**config.mk**
```make
export PLATFORM = sky130hd
export DESIGN_NAME = ex_mem_pipe_reg
export DESIGN_NICKNAME = d
export VERILOG_FILES = /design/src/rtl/ex_mem_pipe_reg.sv
export SDC_FILE = /design/constraint.sdc
export NUM_CORES = 1
export LEC_CHECK = 0
export ABC_CLOCK_PERIOD_IN_PS = 5100
export CAP_MARGIN = 20
export CELL_PAD_IN_SITES_DETAIL_PLACEMENT = 2
export CELL_PAD_IN_SITES_GLOBAL_PLACEMENT = 2
export CORE_MARGIN = 2
export CORE_UTILIZATION = 24
export CTS_CLUSTER_DIAMETER = 80
export CTS_CLUSTER_SIZE = 24
export DETAILED_ROUTE_END_ITERATION = 7
export MAX_ROUTING_LAYER = met4
export PLACE_DENSITY_LB_ADDON = 0.05
export SETUP_SLACK_MARGIN = 0.5
export SYNTH_ARGS = -nofsm -noshare
export SYNTH_HDL_FRONTEND = slang
export SYNTH_SLANG_ARGS = --single-unit
```
**constraint.sdc**
```tcl
create_clock -name clk -period 5.1 [get_ports clk]
set_input_delay 1.02 -clock clk [delete_from_list [all_inputs] [get_ports clk]]
set_output_delay 1.02 -clock clk [all_outputs]
set_load 0.005 [all_outputs]
```
**src/rtl/ex_mem_pipe_reg.sv**
```systemverilog
// EX/MEM pipeline register for the 5-stage MIPS core: stall/flush control,
// store-data refresh from WB while stalled, and a registered misalignment flag.
module ex_mem_pipe_reg #(
  parameter logic [31:0] RESET_PC    = 32'h0000_0000,
  parameter bit          ALIGN_CHECK = 1'b1
) (
  input  logic        clk,
  input  logic        rst,
  input  logic        stall,
  input  logic        flush,
  input  logic        ex_valid,
  input  logic [31:0] ex_pc,
  input  logic [31:0] ex_alu_res,
  input  logic [31:0] ex_rt_data,
  input  logic [4:0]  ex_rt_idx,
  input  logic [4:0]  ex_dst_idx,
  input  logic        ex_reg_write,
  input  logic        ex_mem_read,
  input  logic        ex_mem_write,
  input  logic [1:0]  ex_mem_size,
  input  logic        ex_mem_sign,
  input  logic [1:0]  ex_wb_src,
  input  logic        wb_we,
  input  logic [4:0]  wb_idx,
  input  logic [31:0] wb_data,
  output logic        mem_valid,
  output logic [31:0] mem_pc,
  output logic [31:0] mem_alu_res,
  output logic [31:0] mem_rt_data,
  output logic [4:0]  mem_rt_idx,
  output logic [4:0]  mem_dst_idx,
  output logic        mem_reg_write,
  output logic        mem_mem_read,
  output logic        mem_mem_write,
  output logic [1:0]  mem_mem_size,
  output logic        mem_mem_sign,
  output logic [1:0]  mem_wb_src,
  output logic        mem_align_err
);

  typedef struct packed {
    logic        valid;
    logic [31:0] pc;
    logic [31:0] alu_res;
    logic [31:0] rt_data;
    logic [4:0]  rt_idx;
    logic [4:0]  dst_idx;
    logic        reg_write;
    logic        mem_read;
    logic        mem_write;
    logic [1:0]  mem_size;
    logic        mem_sign;
    logic [1:0]  wb_src;
    logic        align_err;
  } stage_t;

  stage_t stage_q, stage_d, bubble, load;
  logic   misaligned, align_err, rt_refresh;

  always_comb begin
    case (ex_mem_size)
      2'b00:   misaligned = 1'b0;
      2'b01:   misaligned = ex_alu_res[0];
      2'b10:   misaligned = |ex_alu_res[1:0];
      default: misaligned = 1'b1;
    endcase
    align_err = ALIGN_CHECK && ex_valid && (ex_mem_read || ex_mem_write) && misaligned;
  end

  // Store data whose producer is now in WB must be picked up before it retires.
  assign rt_refresh = stage_q.valid && stage_q.mem_write && wb_we &&
                      (wb_idx == stage_q.rt_idx) && (wb_idx != 5'd0);

  always_comb begin
    bubble    = '0;
    bubble.pc = RESET_PC;

    load.valid     = ex_valid;
    load.pc        = ex_pc;
    load.alu_res   = ex_alu_res;
    load.rt_data   = ex_rt_data;
    load.rt_idx    = ex_rt_idx;
    load.dst_idx   = ex_dst_idx;
    load.reg_write = ex_valid && ex_reg_write && (ex_dst_idx != 5'd0) && !align_err;
    load.mem_read  = ex_valid && ex_mem_read && !align_err;
    load.mem_write = ex_valid && ex_mem_write && !align_err;
    load.mem_size  = ex_mem_size;
    load.mem_sign  = ex_mem_sign;
    load.wb_src    = ex_wb_src;
    load.align_err = align_err;

    stage_d = stage_q;
    if (flush) begin
      stage_d = bubble;
    end else if (stall) begin
      if (rt_refresh) stage_d.rt_data = wb_data;
    end else begin
      stage_d = load;
    end
  end

  always_ff @(posedge clk or posedge rst) begin
    if (rst) begin
      stage_q    <= '0;
      stage_q.pc <= RESET_PC;
    end else begin
      stage_q <= stage_d;
    end
  end

  assign mem_valid     = stage_q.valid;
  assign mem_pc        = stage_q.pc;
  assign mem_alu_res   = stage_q.alu_res;
  assign mem_rt_data   = stage_q.rt_data;
  assign mem_rt_idx    = stage_q.rt_idx;
  assign mem_dst_idx   = stage_q.dst_idx;
  assign mem_reg_write = stage_q.reg_write;
  assign mem_mem_read  = stage_q.mem_read;
  assign mem_mem_write = stage_q.mem_write;
  assign mem_mem_size  = stage_q.mem_size;
  assign mem_mem_sign  = stage_q.mem_sign;
  assign mem_wb_src    = stage_q.wb_src;
  assign mem_align_err = stage_q.align_err;

endmodule

```
## Word-level counts from Yosys, hierarchy flattened

Index checks and enable logic that the tools add are counted.

| word-level totals | value |
|---|---|
| register bits | 116 |
| output and inout bits | 116 |
| logic and storage cells | 43 |

| operators by class | value |
|---|---|
| equality and inequality tests | 5 |
| multiplexer cells | 6 |
| reduce and logical (&&, ||, !) cells | 19 |

Operators with widths:

| kind | number |
|---|---|
| 116-bit 2-to-1 mux | 1 |
| 65-bit 2-to-1 mux | 1 |
| 32-bit 2-to-1 mux | 2 |
| 19-bit 2-to-1 mux | 1 |
| 1-bit logical AND | 13 |
| 5-bit nonzero test | 2 |
| 5-bit equality test | 1 |
| 3-bit by 1-bit != test with 1-bit output (second input constant) | 1 |
| 1-bit case mux with 3 select lines | 1 |
| 2-bit by 1-bit equality test with 1-bit output (second input constant) | 1 |
| 2-bit equality test (second input constant) | 1 |
| 2-bit logical NOT | 1 |
| 2-bit by 1-bit != test with 1-bit output (second input constant) | 1 |
| 2-bit OR reduction | 1 |
| 1-bit logical NOT | 1 |
| 1-bit logical OR | 1 |

## Longest topological paths before layout

Gate-level depths: netlist of run 1.

| logic depth | value |
|---|---|
| word-level depth | 7 |
| mapped depth | 5 |
| mapped depth without buffers | 4 |

## Least setup slack after synthesis of run 1

No wires, ideal clock.

| path | value |
|---|---|
| path type | in2reg |
| start | input port wb_idx[0] |
| end | register stage_q, in the netlist mem_rt_data[10] |
| arrival | 2318 ps |
| data required time | 4975 ps |
| setup slack | 2657 ps |
| cell stages on the path | 5 |
| cell sequence | or4_4 > a21oi_2 > o31a_4 > buf_12 > mux2_4 |

| on the way | value |
|---|---|
| longest elaborated chain between the ends | 4 |

Ends and longest elaborated chain:

| element | RTL line | text |
|---|---|---|
| from (decl) | 24 | `input logic [4:0] wb_idx,` |
| 5-bit equality test | 72 | `(wb_idx == stage_q.rt_idx) && (wb_idx != 5'd0);` |
| 1-bit logical AND | 71 | `assign rt_refresh = stage_q.valid && stage_q.mem_write && wb_we &&` |
| 1-bit logical AND * | 72 |  |
| 3-bit by 1-bit != test with 1-bit output (no line) * | - |  |
| to (signal assigned) | 107 | `stage_q <= stage_d;` |
| to (decl) | 57 | `stage_t stage_q, stage_d, bubble, load;` |

Every way passes the cells marked *; elsewhere a longest branch is shown, timed or not.
A chain may end at the register's enable or synchronous reset.

## Worst setup path in the final report of run 1

| path | value |
|---|---|
| start | input port wb_idx[0] |
| end | register stage_q, in the netlist mem_rt_data[31] |

Same word-level chain as after synthesis.

==> results of run 1 <==
## through the flow
stage	util (%)	instances	power, mW
after global routing	40.7	988	2.85
after global placement	37.9	955	1.49
after floorplan	-	428	1.21
after detailed placement	37.9	955	1.51
after CTS	40.7	987	2.77
final	40.7	988	2.72
## sequential cells by signal, summed over array words and instances (netlist names)
signal,count
mem_mem_write,1
mem_dst_idx,5
mem_valid,1
mem_rt_idx,5
mem_rt_data,32
mem_pc,32
mem_mem_read,1
mem_mem_sign,1
mem_align_err,1
mem_wb_src,2
mem_mem_size,2
mem_reg_write,1
mem_alu_res,32
## synthesized netlist by cell type
| library cell | count | area, um^2 |
|---|---|---|
| a21oi_1 | 1 | 5.00 |
| a21oi_2 | 1 | 8.76 |
| a22o_1 | 3 | 26.3 |
| a32o_1 | 1 | 10.0 |
| and2_1 | 1 | 6.26 |
| and2b_2 | 1 | 8.76 |
| buf_1 | 5 | 18.8 |
| buf_12 | 3 | 60.1 |
| buf_2 | 11 | 55.1 |
| clkbuf_1 | 10 | 37.5 |
| dfrtp_1 | 116 | 2900 |
| inv_1 | 2 | 7.51 |
| mux2_2 | 2 | 22.5 |
| mux2_4 | 30 | 450 |
| mux2i_1 | 112 | 1120 |
| nand2_1 | 2 | 7.51 |
| nand3_1 | 1 | 5.00 |
| nand4_1 | 1 | 6.26 |
| nor2_1 | 116 | 435 |
| nor3_1 | 1 | 5.00 |
| o21ai_0 | 1 | 5.00 |
| o221ai_1 | 1 | 8.76 |
| o31a_4 | 1 | 17.5 |
| or4_4 | 1 | 11.3 |
| xnor2_1 | 4 | 35.0 |
## worst paths after layout
| check | end | cells after the start | slack, ps | from |
|---|---|---|---|---|
| setup / recovery | mem_rt_data[31] | 5 | 2270 | wb_idx[0] |
| hold / removal | mem_reg_write | 1 | 500 | mem_reg_write |
| setup reg to reg | mem_rt_data[8] | 4 | 3250 | mem_rt_idx[2] |
| hold reg to reg | mem_reg_write | 1 | 500 | mem_reg_write |
| max in group asynchronous | mem_pc[11] | 3 | 2980 | rst |
| min in group asynchronous | mem_alu_res[21] | 2 | 1160 | rst |
## layer usage
layer	global-route usage [%]	vias up	part of all wire, %
met3	5.26	23	6.8
met2	26.1	159	49
li1	-	1977	-
met1	19.0	2050	42
met5	-	-	0
met4	5.96	0	1.9
## logic make-up after synthesis
kind of cell	share of synthesized area (%)
multiplexers	30.2
AND/OR/NAND/NOR	9.20
flip-flops	55.0
buffers and inverters	3.39
AO/OA/AOI/OAI	1.54
XOR/XNOR	0.664
## area by class of cell
type,instances,area share [%]
flip-flops and latches,116,32.9
repair buffers,276,31.2
multi-input cells,281,24.9
clock buffers,18,4.98
well taps,280,3.97
clock inverters,14,1.98
inverters,2,0.113
diodes,1,0.0283
## power breakdown
group | total [mW] | switching (mW) | internal, mW
combinational | 0.465 | 0.170 | 0.295
sequential | 1.02 | 0.0357 | 0.980
clock | 1.24 | 0.454 | 0.786
total | 2.72 | 0.660 | 2.06
==> impl_metrics.env, run 1 <==
export IMPL_status="finished clean"
export IMPL_die_x_um=152
export IMPL_avgViaCountPerCell=4.26
export IMPL_clk_latency_ps=410
export IMPL_drv_cap=0
export IMPL_p_per_area_mw_per_mm2=308
export IMPL_path_buf_inv=1
export IMPL_layout_nets=851
export IMPL_slew_viol_final=0
export IMPL_routabilityCongestion=0.732
export IMPL_postSynthAreaPerCell_um2=12.3
export IMPL_setup_slack_ps=2270
export IMPL_period_minus_slack_ps=2830
export IMPL_fp_dieArea_mm2=0.0232
export IMPL_cp_top_family="compound AO/OA/AOI/OAI gates"
export IMPL_ys_types=25
export IMPL_seq_area_frac_synth_pct=55.0
export IMPL_whs_ps=501
export IMPL_cts_sinks=116
export IMPL_cts_tree="done"
export IMPL_skew_ps=10.6
export IMPL_ir_drop_mv=0.206
export IMPL_drive_above_1_share_pct=10.6
export IMPL_critPathKind="in2reg"
export IMPL_slowest_stage="or4_4"
export IMPL_placed_area_mm2=0.00821
export IMPL_drc=0
export IMPL_tightest_slew_ps=922
export IMPL_areaGrowthSynthToFinish_pct=67.3
export IMPL_fin_crit_sh_pct=55.5
export IMPL_setup_tns_final_ps=0
export IMPL_pre_cts_slack_ps=1800
export IMPL_cts_clk_slew_worst_paths_ps=60
export IMPL_cts_buffers=17
export IMPL_grt_max_degree=71
export IMPL_coreArea_mm2=0.0217
export IMPL_netlist_area_mm2=0.00528
export IMPL_initial_core_util_pct=24.3
export IMPL_cts_root_buffer="clkbuf_16"
export IMPL_ioPinCount=273
export IMPL_finalSetupViolCount=0
export IMPL_cts_resized=0
export IMPL_first_global_vias=4915
export IMPL_vias=4209
export IMPL_drt_antenna_violating_nets=0
export IMPL_drt_iter0_drc=89
export IMPL_final_cell_mix="clkdlybuf4s50_1 (270), nor2_1 (116), dfrtp_1 (116)"
export IMPL_routedWlPerCell_um=17.9
export IMPL_cp_max_fo=32
export IMPL_mostFrequentLayoutCell="clkdlybuf4s50_1"
export IMPL_timing_final_hold_violations=0
export IMPL_fmax_mhz=353
export IMPL_cts_htree_levels=4
export IMPL_grt_pass1_wl_mm=28.4
export IMPL_hold_class="reg2reg"
export IMPL_port_buffers=272
export IMPL_syn_nets=585
export IMPL_grt_setup_unrepaired="no"
export IMPL_groute_usage_overall_pct=16.2
export IMPL_cts_max_path_buffers=2
export IMPL_grt_remaining_overflow=0
export IMPL_p_leak_nw=4.04
export IMPL_first_pass_iters=4
export IMPL_nFillCells=2194
export IMPL_multi_input_area_mm2=0.00220
export IMPL_regArea_mm2=0.00290
export IMPL_antenna_found_initial=1
export IMPL_postCtsSetupRepairBufs=0
export IMPL_die_h_um=152
export IMPL_finalInstanceArea_mm2=0.00883
export IMPL_critical_path_max_stage_delay_ps=560
export IMPL_hpwl_mm=13.1
export IMPL_routed_wl_mm=17.7
export IMPL_end_kind="flip-flop"
export IMPL_row_count=54
export IMPL_ys_ff_latch=116
export IMPL_synth_warnings=0
export IMPL_start_kind="primary input"
export IMPL_hold_buffers=0
export IMPL_cp_arrival_ps=3130
export IMPL_crit_chain="clkdlybuf4s50_1, or4_4, a21oi_2, o31a_4, mux2_2"
export IMPL_max_slew_margin_rel_pct=38.5
export IMPL_cp_required_ps=5400
export IMPL_synthCells=428
Power figures use the tool's default switching activity.
==> run 2: changes to the inputs <==
--- a/config.mk
+++ b/config.mk
@@ -5,7 +5,7 @@
 export SDC_FILE = /design/constraint.sdc
 export NUM_CORES = 1
 export LEC_CHECK = 0
-export ABC_CLOCK_PERIOD_IN_PS = 5100
+export ABC_CLOCK_PERIOD_IN_PS = 2700
 export CAP_MARGIN = 20
 export CELL_PAD_IN_SITES_DETAIL_PLACEMENT = 2
 export CELL_PAD_IN_SITES_GLOBAL_PLACEMENT = 2
==> constraint.sdc (replaced) <==
create_clock -name clk -period 2.7 [get_ports clk]
set_input_delay 0.54 -clock clk [delete_from_list [all_inputs] [get_ports clk]]
set_output_delay 0.54 -clock clk [all_outputs]
set_load 0.005 [all_outputs]
==> impl_metrics.env, run 2 (synthesis gave the netlist of run 1 again) <==
export IMPL_status="finished clean"
export IMPL_port_buffers=272
export IMPL_ioPinCount=273
export IMPL_first_global_vias=4902
export IMPL_fmax_mhz=473
export IMPL_period_minus_slack_ps=2110
export IMPL_cp_max_fo=16
export IMPL_drive_above_1_share_pct=11.0
export IMPL_die_h_um=152
export IMPL_placed_cells=958
export IMPL_coreArea_mm2=0.0217
export IMPL_initial_core_util_pct=24.3
export IMPL_routedWlPerCell_um=17.9
export IMPL_final_util_pct=41.0
export IMPL_cts_max_path_buffers=2
export IMPL_start_kind="primary input"
export IMPL_finalSetupViolCount=0
export IMPL_cts_htree_levels=4
export IMPL_hpwl_mm=12.8
export IMPL_final_cell_mix="clkdlybuf4s50_1 (270), nor2_1 (116), dfrtp_1 (116)"
export IMPL_path_buf_inv=2
export IMPL_drv_cap=0
export IMPL_crit_chain="clkdlybuf4s50_1, or4_4, a21oi_2, o31a_4, buf_12, mux2_2"
export IMPL_nFillCells=2205
export IMPL_timing_final_hold_violations=0
export IMPL_p_per_area_mw_per_mm2=567
export IMPL_drc=0
export IMPL_postCtsSetupRepairBufs=0
export IMPL_drt_antenna_violating_nets=0
export IMPL_busiest_layer="met2"
export IMPL_cts_tree="done"
export IMPL_row_count=54
export IMPL_first_pass_iters=6
export IMPL_internal_power_mw=3.82
export IMPL_end_kind="flip-flop"
export IMPL_cts_buffers=17
export IMPL_cts_resized=0
export IMPL_use_met3_pct=5.06
export IMPL_hold_class="reg2reg"
export IMPL_p_leak_nw=4.06
export IMPL_groute_usage_overall_pct=16.1
export IMPL_fin_crit_sh_pct=78.3
export IMPL_use_met1_pct=19.5
export IMPL_grt_max_degree=117
export IMPL_cts_clk_slew_worst_paths_ps=50
export IMPL_mostFrequentLayoutCell="clkdlybuf4s50_1"
export IMPL_routed_wl_mm=17.8
export IMPL_hold_buffers=0
export IMPL_fp_dieArea_mm2=0.0232
export IMPL_vias=4296
export IMPL_cp_arrival_ps=2400
export IMPL_antenna_found_initial=1
export IMPL_tightest_slew_ps=646
export IMPL_cts_root_buffer="clkbuf_16"
export IMPL_critical_path_max_stage_delay_ps=550
export IMPL_skew_ps=8.56
export IMPL_cts_sinks=116
export IMPL_p_sw_mw=1.22
export IMPL_clk_latency_ps=410
export IMPL_power_frac_clock_pct=44.2
export IMPL_grt_pass1_wl_mm=28.2
export IMPL_whs_ps=505
export IMPL_ir_drop_mv=0.390
export IMPL_r2r_cells=5
export IMPL_drt_iter0_drc=131
export IMPL_areaGrowthSynthToFinish_pct=68.6
export IMPL_setup_tns_final_ps=0
export IMPL_sw_frac_of_total_pct=24.2
export IMPL_combPwrFrac_pct=17.7
export IMPL_cp_required_ps=2990
export IMPL_fin_cells=991
export IMPL_slowest_stage="or4_4"
export IMPL_max_slew_margin_rel_pct=56.9
export IMPL_cp_top_family="buffers and inverters"
export IMPL_slew_viol_final=0
export IMPL_seq_power_share_pct=38.1
export IMPL_power_mw=5.04
export IMPL_critPathKind="in2reg"
export IMPL_grt_remaining_overflow=0
export IMPL_avgViaCountPerCell=4.34
export IMPL_routabilityCongestion=0.715
export IMPL_layout_nets=854
export IMPL_die_x_um=152
export IMPL_path_depth=6
export IMPL_grt_util_met2_pct=26.0
export IMPL_hold_path_cell_count=1
export IMPL_grt_setup_unrepaired="no"
## run 2: worst paths after layout
check | slack, ps | to | start
min in group asynchronous | 690 | mem_pc[6] | rst
hold / removal | 500 | mem_reg_write | mem_reg_write
setup reg to reg | 990 | mem_rt_data[1] | mem_rt_idx[2]
setup / recovery | 590 | mem_rt_data[0] | wb_idx[0]
max in group asynchronous | 1530 | mem_rt_data[19] | rst
hold reg to reg | 500 | mem_reg_write | mem_reg_write
## run 2: power by group through the flow
| stage | combinational [mW] | sequential [mW] | clock, mW |
|---|---|---|---|
| 3_3_place_gp | 0.893 | 1.95 | 0 |
| 3_5_place_dp | 0.913 | 1.95 | 0 |
| 6_report | 0.894 | 1.92 | 2.23 |
| 5_1_grt | 0.972 | 1.94 | 2.38 |
| 2_1_floorplan | 0.335 | 1.95 | 0 |
| 4_1_cts | 0.918 | 1.92 | 2.31 |
## run 2: layer usage
metal	wire length, um	part of all wire, %
met1	7690	43
met2	8810	50
met3	1110	6.3
met4	146	0.82
met5	0	0
## run 2: final cells by class
| class | instances | area (um^2) | area share [%] |
|---|---|---|---|
| Sequential cell | 116 | 2900 | 32.6 |
| Timing Repair Buffer | 279 | 2850 | 32.0 |
| Multi-Input combinational cell | 281 | 2200 | 24.7 |
| Clock buffer | 19 | 453 | 5.09 |
| Tap cell | 280 | 350 | 3.94 |
| Clock inverter | 13 | 133 | 1.49 |
| Inverter | 2 | 11.3 | 0.127 |
| Antenna cell | 1 | 2.50 | 0.0281 |
## run 2: metrics by stage
| stage | area [um^2] | worst slack (ps) |
|---|---|---|
| 2_1_floorplan | 5280 | 737 |
| 3_3_place_gp | 8310 | 196 |
| 3_5_place_dp | 8310 | 155 |
| 4_1_cts | 8890 | 604 |
| 5_1_grt | 8900 | 533 |
| 6_report | 8900 | 587 |
## run 2: worst reg2reg max path: stages (launching register included)
cell	delay [ps]
dfrtp_1	430
xnor2_1	180
nand3_1	120
o31a_4	380
buf_12	180
mux2_4	310
==> run 3: changes to the inputs <==
--- a/config.mk
+++ b/config.mk
@@ -5,12 +5,12 @@
 export SDC_FILE = /design/constraint.sdc
 export NUM_CORES = 1
 export LEC_CHECK = 0
-export ABC_CLOCK_PERIOD_IN_PS = 2700
+export ABC_CLOCK_PERIOD_IN_PS = 1900
 export CAP_MARGIN = 20
 export CELL_PAD_IN_SITES_DETAIL_PLACEMENT = 2
 export CELL_PAD_IN_SITES_GLOBAL_PLACEMENT = 2
 export CORE_MARGIN = 2
-export CORE_UTILIZATION = 24
+export CORE_UTILIZATION = 22
 export CTS_CLUSTER_DIAMETER = 80
 export CTS_CLUSTER_SIZE = 24
 export DETAILED_ROUTE_END_ITERATION = 7
==> constraint.sdc (replaced) <==
create_clock -name clk -period 1.9 [get_ports clk]
set_input_delay 0.38 -clock clk [delete_from_list [all_inputs] [get_ports clk]]
set_output_delay 0.38 -clock clk [all_outputs]
set_load 0.005 [all_outputs]
==> impl_metrics.env, run 3 (synthesis gave the netlist of run 1 again) <==
export IMPL_status="finished clean"
export IMPL_cp_arrival_ps=2130
export IMPL_cts_root_buffer="clkbuf_16"
export IMPL_slowest_stage="or4_4"
export IMPL_mostFrequentLayoutCell="clkdlybuf4s50_1"
export IMPL_cts_tree="done"
export IMPL_die_x_um=159
export IMPL_grt_max_degree=114
export IMPL_final_cell_mix="clkdlybuf4s50_1 (150), nor2_1 (116), dfrtp_1 (114)"
export IMPL_power_mw=7.48
export IMPL_num_antenna_cells=0
export IMPL_hpwl_mm=14.1
export IMPL_layout_nets=899
export IMPL_cts_max_path_buffers=2
export IMPL_row_count=56
export IMPL_first_global_vias=5369
export IMPL_cts_clk_slew_worst_paths_ps=60
export IMPL_drc=0
export IMPL_grt_setup_unrepaired="yes"
export IMPL_groute_usage_overall_pct=16.5
export IMPL_drt_iter0_drc=113
export IMPL_port_buffers=272
export IMPL_finalSetupViolCount=0
export IMPL_fin_crit_sh_pct=96.4
export IMPL_timing_rr_start="mem_rt_idx[0]"
export IMPL_critical_path_startpoint="wb_idx[1]"
export IMPL_grt_remaining_overflow=0
export IMPL_tightest_slew_ps=523
export IMPL_p_per_area_mw_per_mm2=836
export IMPL_skew_ps=10.3
export IMPL_routed_wl_mm=19.9
export IMPL_drive_above_1_share_pct=32.3
export IMPL_cp_max_fo=8
export IMPL_drt_antenna_violating_nets=0
export IMPL_coreArea_mm2=0.0235
export IMPL_routabilityCongestion=0.734
export IMPL_ir_drop_mv=0.493
export IMPL_critPathKind="in2reg"
export IMPL_initial_core_util_pct=22.4
export IMPL_crit_chain="dlygate4sd2_1, or4_4, a21oi_2, o31a_4, buf_4, buf_12, mux2_4"
export IMPL_cp_required_ps=2200
export IMPL_cts_htree_levels=4
export IMPL_fmax_mhz=546
export IMPL_die_h_um=159
export IMPL_vias=4485
export IMPL_routedWlPerCell_um=18.5
export IMPL_cts_buffers=17
export IMPL_first_pass_iters=4
export IMPL_drv_cap=0
export IMPL_clk_latency_ps=420
export IMPL_period_minus_slack_ps=1830
export IMPL_slew_viol_final=0
export IMPL_hold_buffers=0
export IMPL_end_kind="flip-flop"
export IMPL_timing_final_hold_violations=0
export IMPL_areaGrowthSynthToFinish_pct=69.5
export IMPL_start_kind="primary input"
export IMPL_ioPinCount=273
export IMPL_avgViaCountPerCell=4.18
export IMPL_critical_path_max_stage_delay_ps=520
export IMPL_cts_sinks=116
export IMPL_p_leak_nw=4.54
export IMPL_antenna_found_initial=0
export IMPL_hold_class="in2async"
export IMPL_grt_pass1_wl_mm=31.3
export IMPL_final_util_pct=38.0
export IMPL_fp_dieArea_mm2=0.0252
export IMPL_max_slew_margin_rel_pct=65.1
run 3: critical path: cells and delay by family:
kind / cells / cell delay, ps
buf+inv: 3 / 530
simple gates: 1 / 520
compound gates: 2 / 400
mux: 1 / 300
run 3: where the power goes:
part / internal [mW] / total [mW] / leakage (nW) / switching, mW
Sequential: 2.63 / 2.73 / 1.53 / 0.0950
Combinational: 0.753 / 1.26 / 2.71 / 0.505
Clock: 2.24 / 3.50 / 0.304 / 1.25
run 3: final cells by class:
| type | instances | area (um^2) |
|---|---|---|
| sequential | 116 | 2910 |
| multi-input combinational | 281 | 2220 |
| timing repair buffer | 324 | 2770 |
| fill | 2502 | 14600 |
| inverter | 2 | 11.3 |
| clock inverter | 14 | 200 |
| clock buffer | 18 | 439 |
| tap | 319 | 399 |
run 3: path summary, 6_finish.rpt:
path	endpoint	slack, ps	depth (start not counted)
setup reg to reg	mem_rt_data[23]	90	6
hold reg to reg	mem_rt_data[21]	510	1
setup / recovery	mem_rt_data[23]	70	7
hold / removal	mem_mem_sign	360	2
min in group clk	mem_valid	460	3
max in group asynchronous	mem_rt_idx[2]	980	3
run 3: what timing repair did:
| action | CTS | global route |
|---|---|---|
| buffers inserted | 30 | 6 |
| setup endpoints to repair | 148 | 44 |
| gates resized for setup | 467 | 15 |
| endpoints found under the hold margin | 0 | 0 |
| pin swaps | 4 | 4 |
| gates cloned | 2 | 1 |
run 3: per-stage QoR:
step	cell area [um^2]	std cells	worst slack, ps	setup TNS (ps)	hold slack [ps]
floorplan	5290	428	107	0	487
global placement	8440	1003	-377	-11840	480
detailed placement	8440	1003	-452	-14010	495
CTS	8860	1067	82.8	0	352
global route	8950	1074	24.6	0	389
finish	8950	1074	68.9	0	364
run 3: routing by layer:
metal  share of wire, %  vias to the layer above  track usage, %
met1                 42                     2238            18.7
met3                6.2                       11            5.17
met2                 51                      156            28.2
met4               0.75                        0            4.67
met5                  0                        -               -
li1                   -                     2080               -
